### config.mk
export PLATFORM = sky130hd
export DESIGN_NAME = flash_addr_fsm
export DESIGN_NICKNAME = d
export VERILOG_FILES = /design/src/rtl/flash_addr_fsm.sv
export SDC_FILE = /design/constraint.sdc
export NUM_CORES = 1
export LEC_CHECK = 0
export BUFFER_PORTS_ARGS = -buffer_cell sky130_fd_sc_hd__buf_2
export CORE_ASPECT_RATIO = 1.2
export CORE_MARGIN = 2
export CORE_UTILIZATION = 30
export CTS_CLUSTER_DIAMETER = 100
export CTS_CLUSTER_SIZE = 10
export DETAILED_ROUTE_END_ITERATION = 8
export SLEW_MARGIN = 20
export SYNTH_ARGS = -nofsm -noshare
export SYNTH_HDL_FRONTEND = slang
export SYNTH_SLANG_ARGS = --single-unit
### constraint.sdc
create_clock -name clk -period 3.2 [get_ports clk]
set_clock_uncertainty 0.05 [all_clocks]
set_input_delay 0.16 -clock clk [delete_from_list [all_inputs] [get_ports clk]]
set_output_delay 0.16 -clock clk [all_outputs]
set_load 0.01 [all_outputs]
### src/rtl/flash_addr_fsm.sv
// Avalon-MM read master that walks the flash audio region one 32-bit word per sample pair.
// Step requests arrive from the sampling_clk domain and are synchronised and edge-detected on clk.
module flash_addr_fsm #(
    parameter logic [22:0] FIRST_ADDR = 23'h000000,
    parameter logic [22:0] LAST_ADDR  = 23'h07FFFF
) (
    input  logic        clk,
    input  logic        reset,
    input  logic        read_flash_en,
    input  logic        count_up,
    input  logic        restart,
    input  logic        get_new_address,
    input  logic        flash_mem_waitrequest,
    input  logic        flash_mem_readdatavalid,
    input  logic [31:0] flash_mem_readdata,
    output logic        flash_mem_read,
    output logic [22:0] flash_mem_address,
    output logic [3:0]  flash_mem_byteenable,
    output logic [31:0] flash_data,
    output logic        data_valid_pulse
);

    typedef enum logic [2:0] {
        IDLE,
        READ,
        WAIT_DATA,
        WAIT_TRIG,
        STEP,
        RESTART
    } state_t;

    state_t      state;
    logic        gna_meta;
    logic        gna_sync;
    logic        gna_prev;
    logic        step_req;
    logic        pending_step;
    logic        pending_restart;
    logic [22:0] next_addr;

    assign step_req             = gna_sync & ~gna_prev;
    assign flash_mem_byteenable = 4'hF;

    // Wrap at both ends of the region so the address never leaves [FIRST_ADDR, LAST_ADDR].
    always_comb begin
        next_addr = flash_mem_address;
        if (count_up) begin
            next_addr = (flash_mem_address >= LAST_ADDR) ? FIRST_ADDR : flash_mem_address + 23'd1;
        end else begin
            next_addr = (flash_mem_address <= FIRST_ADDR) ? LAST_ADDR : flash_mem_address - 23'd1;
        end
    end

    always_ff @(posedge clk) begin
        if (reset) begin
            state             <= IDLE;
            flash_mem_address <= FIRST_ADDR;
            flash_mem_read    <= 1'b0;
            flash_data        <= '0;
            data_valid_pulse  <= 1'b0;
            gna_meta          <= 1'b0;
            gna_sync          <= 1'b0;
            gna_prev          <= 1'b0;
            pending_step      <= 1'b0;
            pending_restart   <= 1'b0;
        end else begin
            gna_meta         <= get_new_address;
            gna_sync         <= gna_meta;
            gna_prev         <= gna_sync;
            data_valid_pulse <= 1'b0;

            // One-deep request capture while a fetch is in flight; restart overrides a step.
            if (state inside {READ, WAIT_DATA, STEP, RESTART}) begin
                if (restart) begin
                    pending_restart <= 1'b1;
                    pending_step    <= 1'b0;
                end else if (step_req && !pending_restart) begin
                    pending_step <= 1'b1;
                end
            end

            case (state)
                IDLE: begin
                    pending_step    <= 1'b0;
                    pending_restart <= 1'b0;
                    if (read_flash_en) begin
                        flash_mem_read <= 1'b1;
                        state          <= READ;
                    end
                end
                READ: begin
                    if (!flash_mem_waitrequest) begin
                        flash_mem_read <= 1'b0;
                        state          <= WAIT_DATA;
                    end
                end
                WAIT_DATA: begin
                    if (flash_mem_readdatavalid) begin
                        flash_data       <= flash_mem_readdata;
                        data_valid_pulse <= 1'b1;
                        state            <= WAIT_TRIG;
                    end
                end
                WAIT_TRIG: begin
                    if (!read_flash_en) begin
                        pending_step    <= 1'b0;
                        pending_restart <= 1'b0;
                        state           <= IDLE;
                    end else if (restart || pending_restart) begin
                        pending_step    <= 1'b0;
                        pending_restart <= 1'b0;
                        state           <= RESTART;
                    end else if (step_req || pending_step) begin
                        pending_step <= 1'b0;
                        state        <= STEP;
                    end
                end
                STEP: begin
                    flash_mem_address <= next_addr;
                    flash_mem_read    <= 1'b1;
                    state             <= READ;
                end
                RESTART: begin
                    flash_mem_address <= count_up ? FIRST_ADDR : LAST_ADDR;
                    flash_mem_read    <= 1'b1;
                    state             <= READ;
                end
                default: begin
                    flash_mem_read <= 1'b0;
                    state          <= IDLE;
                end
            endcase
        end
    end

endmodule

==> metrics.txt <==
# TYPE chip_impl_metric gauge
chip_impl_info{name="rsz0062_at_grt",value="no"} 1
chip_impl_info{name="worst_setup_path_end_kind",value="flip-flop"} 1
chip_impl_metric{name="finish.net_count",unit=""} 601
chip_impl_info{name="clk_root_buffer_cell",value="sky130_fd_sc_hd__clkbuf_16"} 1
chip_impl_metric{name="place.detailed.instances",unit=""} 705
chip_impl_metric{name="grt_start_max_net_pins",unit=""} 38
chip_impl_metric{name="place_ws",unit="ns"} 0.464
chip_impl_metric{name="synth_largest_type_area_fraction",unit=""} 0.359
chip_impl_metric{name="detail_placement_hpwl",unit="µm"} 7790
chip_impl_metric{name="row_count",unit=""} 44
chip_impl_metric{name="post_drt_wl_per_cell",unit="µm"} 15.5
chip_impl_metric{name="cts_resized",unit=""} 0
chip_impl_metric{name="vias_per_cell",unit=""} 5.24
chip_impl_metric{name="fp.coreArea",unit="µm²"} 11900
chip_impl_metric{name="ir_worst_vdd",unit="mV"} 0.231
chip_impl_metric{name="cts_hold_buf",unit=""} 3
chip_impl_metric{name="synth-async-reset-ratio",unit=""} 0
chip_impl_metric{name="antennaDiodeCount",unit=""} 0
chip_impl_metric{name="floorplan.initialDensity",unit=""} 0.303
chip_impl_info{name="synth_flop_cell",value="sky130_fd_sc_hd__dfxtp_1"} 1
chip_impl_metric{name="cts_made_buffers",unit=""} 9
chip_impl_metric{name="via_count_of_the_first_global_routing_pass",unit=""} 3650
chip_impl_metric{name="grt.total_usage",unit=""} 0.176
chip_impl_info{name="worst_hold_startpoint",value="flash_mem_readdata[13]"} 1
chip_impl_info{name="synthMostInstantiatedCell",value="sky130_fd_sc_hd__nand2_1"} 1
chip_impl_info{name="rr_startpoint",value="flash_mem_address[13]"} 1
chip_impl_metric{name="post-route-drc-count",unit=""} 0
chip_impl_metric{name="synthesis.yosys.warnings",unit=""} 0
chip_impl_metric{name="timing.critical_path.arrival",unit="ns"} 2.96
chip_impl_metric{name="timing.final.ws_setup",unit="ns"} 0.399
chip_impl_metric{name="port_buffers",unit=""} 96
chip_impl_info{name="worst_hold_path_type",value="input port to flip-flop"} 1
chip_impl_metric{name="final_max_slew_viol_count",unit=""} 0
chip_impl_metric{name="power.leakage",unit="µW"} 0.00181
chip_impl_metric{name="powerDensity",unit="nW/µm²"} 537
chip_impl_metric{name="drt_first_iter_violations",unit=""} 244
chip_impl_info{name="worstSetupPathType",value="flip-flop to flip-flop"} 1
chip_impl_metric{name="timing.slew.headroom",unit=""} 0.451
chip_impl_metric{name="grt_first_pass_wirelength",unit="µm"} 18400
chip_impl_info{name="synth_top_cells_by_count",value="83 x sky130_fd_sc_hd__nand2_1, 65 x sky130_fd_sc_hd__dfxtp_1, 61 x sky130_fd_sc_hd__a21oi_1"} 1
chip_impl_metric{name="cts.path.max_buffers",unit=""} 2
chip_impl_metric{name="finish.cell_count_without_fillers",unit=""} 723
chip_impl_metric{name="drt.antenna.violating_nets",unit=""} 0
chip_impl_metric{name="place_congestion",unit=""} 0.876
chip_impl_info{name="synth_area_leader_cell",value="sky130_fd_sc_hd__dfxtp_1"} 1
chip_impl_metric{name="netlist-cell-type-count",unit=""} 65
chip_impl_metric{name="max_freq",unit="MHz"} 357
chip_impl_info{name="run_status",value="complete, no violations"} 1
chip_impl_metric{name="synthesis.instances",unit=""} 473
chip_impl_metric{name="antenna_violations_before_repair",unit=""} 0
chip_impl_metric{name="cts_htree_levels",unit=""} 3
chip_impl_metric{name="postCtsSetupBuffers",unit=""} 0
chip_impl_metric{name="proportion_of_synthesized_chip_area_in_sequential_cells",unit=""} 0.359
chip_impl_info{name="crit_path_launch",value="flash_mem_address[13]"} 1
chip_impl_info{name="worst_r2r_endpoint",value="flash_mem_address[1]"} 1
chip_impl_metric{name="final.period_utilization",unit=""} 0.875
chip_impl_metric{name="global_route.overflow_total",unit=""} 0
chip_impl_info{name="setup.worst_path.end",value="flash_mem_address[1]"} 1
chip_impl_metric{name="clock_sinks",unit=""} 65
chip_impl_info{name="tritoncts",value="built"} 1
chip_impl_metric{name="design.die.area",unit="µm²"} 13000
chip_impl_metric{name="final-hold-violation-count",unit=""} 0
chip_impl_metric{name="yosys_register_bits",unit=""} 65
chip_impl_metric{name="post_synth.cell_area_avg",unit="µm²"} 7.66
chip_impl_metric{name="wl",unit="µm"} 11200
chip_impl_metric{name="fillCellCount",unit=""} 1284
chip_impl_metric{name="worst_skew_pair.late_latency",unit="ns"} 0.34
chip_impl_metric{name="setup_viol",unit=""} 0
chip_impl_metric{name="drive_gt1_frac",unit=""} 0.249
chip_impl_metric{name="clkSlewWorstSetupHoldPaths",unit="ns"} 0.06
chip_impl_info{name="crit_path_start_kind",value="flip-flop"} 1
chip_impl_metric{name="pin_count",unit=""} 101
chip_impl_metric{name="synth_area",unit="µm²"} 3620
chip_impl_metric{name="detail_route.first_pass.iterations",unit=""} 5
chip_impl_metric{name="worstRegToRegCells",unit=""} 6
chip_impl_metric{name="worst_ep_required_time",unit="ns"} 3.36
chip_impl_metric{name="critPathMaxFanout",unit=""} 15
chip_impl_metric{name="max-cap-violations",unit=""} 0
chip_impl_metric{name="vias",unit=""} 3791
chip_impl_metric{name="die_height",unit="µm"} 124
chip_impl_metric{name="period_needed",unit="ns"} 2.80
chip_impl_info{name="ys_top_cells_by_area",value="sky130_fd_sc_hd__dfxtp_1 36%, sky130_fd_sc_hd__nand2_1 8.6%, sky130_fd_sc_hd__a21oi_1 8.4%"} 1
chip_impl_metric{name="synth_enable_flop_cells",unit=""} 0
chip_impl_metric{name="die-width",unit="µm"} 104
chip_impl_metric{name="tns",unit="ns"} 0
chip_impl_metric{name="worst_slew_pin_slew",unit="ns"} 0.821
chip_impl_metric{name="area_growth",unit="%"} 23.6
chip_impl_metric{name="r2r_setup_slk",unit="ns"} 0.40
==> routing by layer <==
metal | global-route usage | routed length (µm) | up-vias
met5 | 0 | 0 | -
met4 | 0.0954 | 369 | 0
met3 | 0.0502 | 966 | 30
met2 | 0.268 | 5000 | 163
met1 | 0.223 | 4860 | 1757
li1 | - | - | 1841
==> area by class of cell <==
class                           count  area (µm²)  area share
Clock buffer                       10         239      0.0533
Clock inverter                      5        56.3      0.0126
Inverter                            7        26.3     0.00586
Multi-Input combinational cell    364        2060       0.459
Sequential cell                    65        1300       0.290
Tap cell                          161         201      0.0450
Timing Repair Buffer              111         601       0.134
==> where the power goes <==
part	switching, µW	internal, µW
sequential	60.5	856
clock	380	618
combinational	294	198
==> metrics by stage <==
stage                     area (µm²)  hold WS (ns)  utilization  total power, µW
after floorplan                 3640         0.238            -             1270
after global placement          4160         0.334        0.348             1410
after detailed placement        4160         0.335        0.348             1420
after CTS                       4480      0.000586        0.375             2430
after global routing            4480       0.00481        0.375             2530
final                           4480       0.00460        0.375             2410
==> flip-flops by register name, indices dropped and copies added, names as in the netlist <==
name	count
gna_prev	1
gna_meta	1
flash_mem_read	1
flash_data	32
state	3
data_valid_pulse	1
pending_restart	1
pending_step	1
flash_mem_address	23
gna_sync	1
==> cell usage in the layout, fill, tap and decap left out, types with 3 or more instances in the layout <==
master and n:
sky130_fd_sc_hd__buf_2 96, sky130_fd_sc_hd__nand2_1 83, sky130_fd_sc_hd__dfxtp_1 65, sky130_fd_sc_hd__a21oi_1 61, sky130_fd_sc_hd__nor2_1 49, sky130_fd_sc_hd__nor3_1 17, sky130_fd_sc_hd__nand3_1 15, sky130_fd_sc_hd__o21ai_0 15
sky130_fd_sc_hd__buf_4 12, sky130_fd_sc_hd__clkbuf_16 9, sky130_fd_sc_hd__nor4_1 8, sky130_fd_sc_hd__nand4_1 8, sky130_fd_sc_hd__xnor2_1 8, sky130_fd_sc_hd__a31oi_1 7, sky130_fd_sc_hd__o221ai_1 7, sky130_fd_sc_hd__inv_1 6
sky130_fd_sc_hd__nor2b_1 6, sky130_fd_sc_hd__xor2_1 6, sky130_fd_sc_hd__nand2b_1 5, sky130_fd_sc_hd__o31ai_1 4, sky130_fd_sc_hd__or4_1 4, sky130_fd_sc_hd__conb_1 4, sky130_fd_sc_hd__and3_1 3, sky130_fd_sc_hd__nor4b_1 3
sky130_fd_sc_hd__mux2_2 3, sky130_fd_sc_hd__o211ai_1 3, sky130_fd_sc_hd__ha_1 3, sky130_fd_sc_hd__dlygate4sd3_1 3
==> worst min-delay path by stage <==
stage / end / slack (ns) / depth (start not counted)
2_1_floorplan: gna_meta / 0.24 / 1
3_3_place_gp: gna_meta / 0.33 / 2
3_5_place_dp: gna_meta / 0.34 / 2
4_1_cts: flash_data[20] / 0.0006 / 3
5_1_grt: flash_data[14] / 0.005 / 3
6_report: flash_data[13] / 0.005 / 3
==> worst max-delay path: stages (launching register included) <==
cell and delay [ns]:
sky130_fd_sc_hd__dfxtp_1 0.56, sky130_fd_sc_hd__and4_2 0.34, sky130_fd_sc_hd__or4b_2 0.62, sky130_fd_sc_hd__o21ai_0 0.40, sky130_fd_sc_hd__nor2_1 0.31, sky130_fd_sc_hd__a211oi_1 0.30, sky130_fd_sc_hd__a211oi_1 0.07
==> kinds of logic after synthesis <==
| logic type | count (synthesis) | synth area share |
|---|---|---|
| xor+xnor | 14 | 0.0338 |
| fa+ha+maj | 3 | 0.0104 |
| buf+inv | 47 | 0.0770 |
| simple gates | 214 | 0.281 |
| compound gates | 124 | 0.223 |
| flops | 65 | 0.359 |
| other cells | 1 | 0.00103 |
| mux | 5 | 0.0148 |
Power figures use the tool's default switching activity.
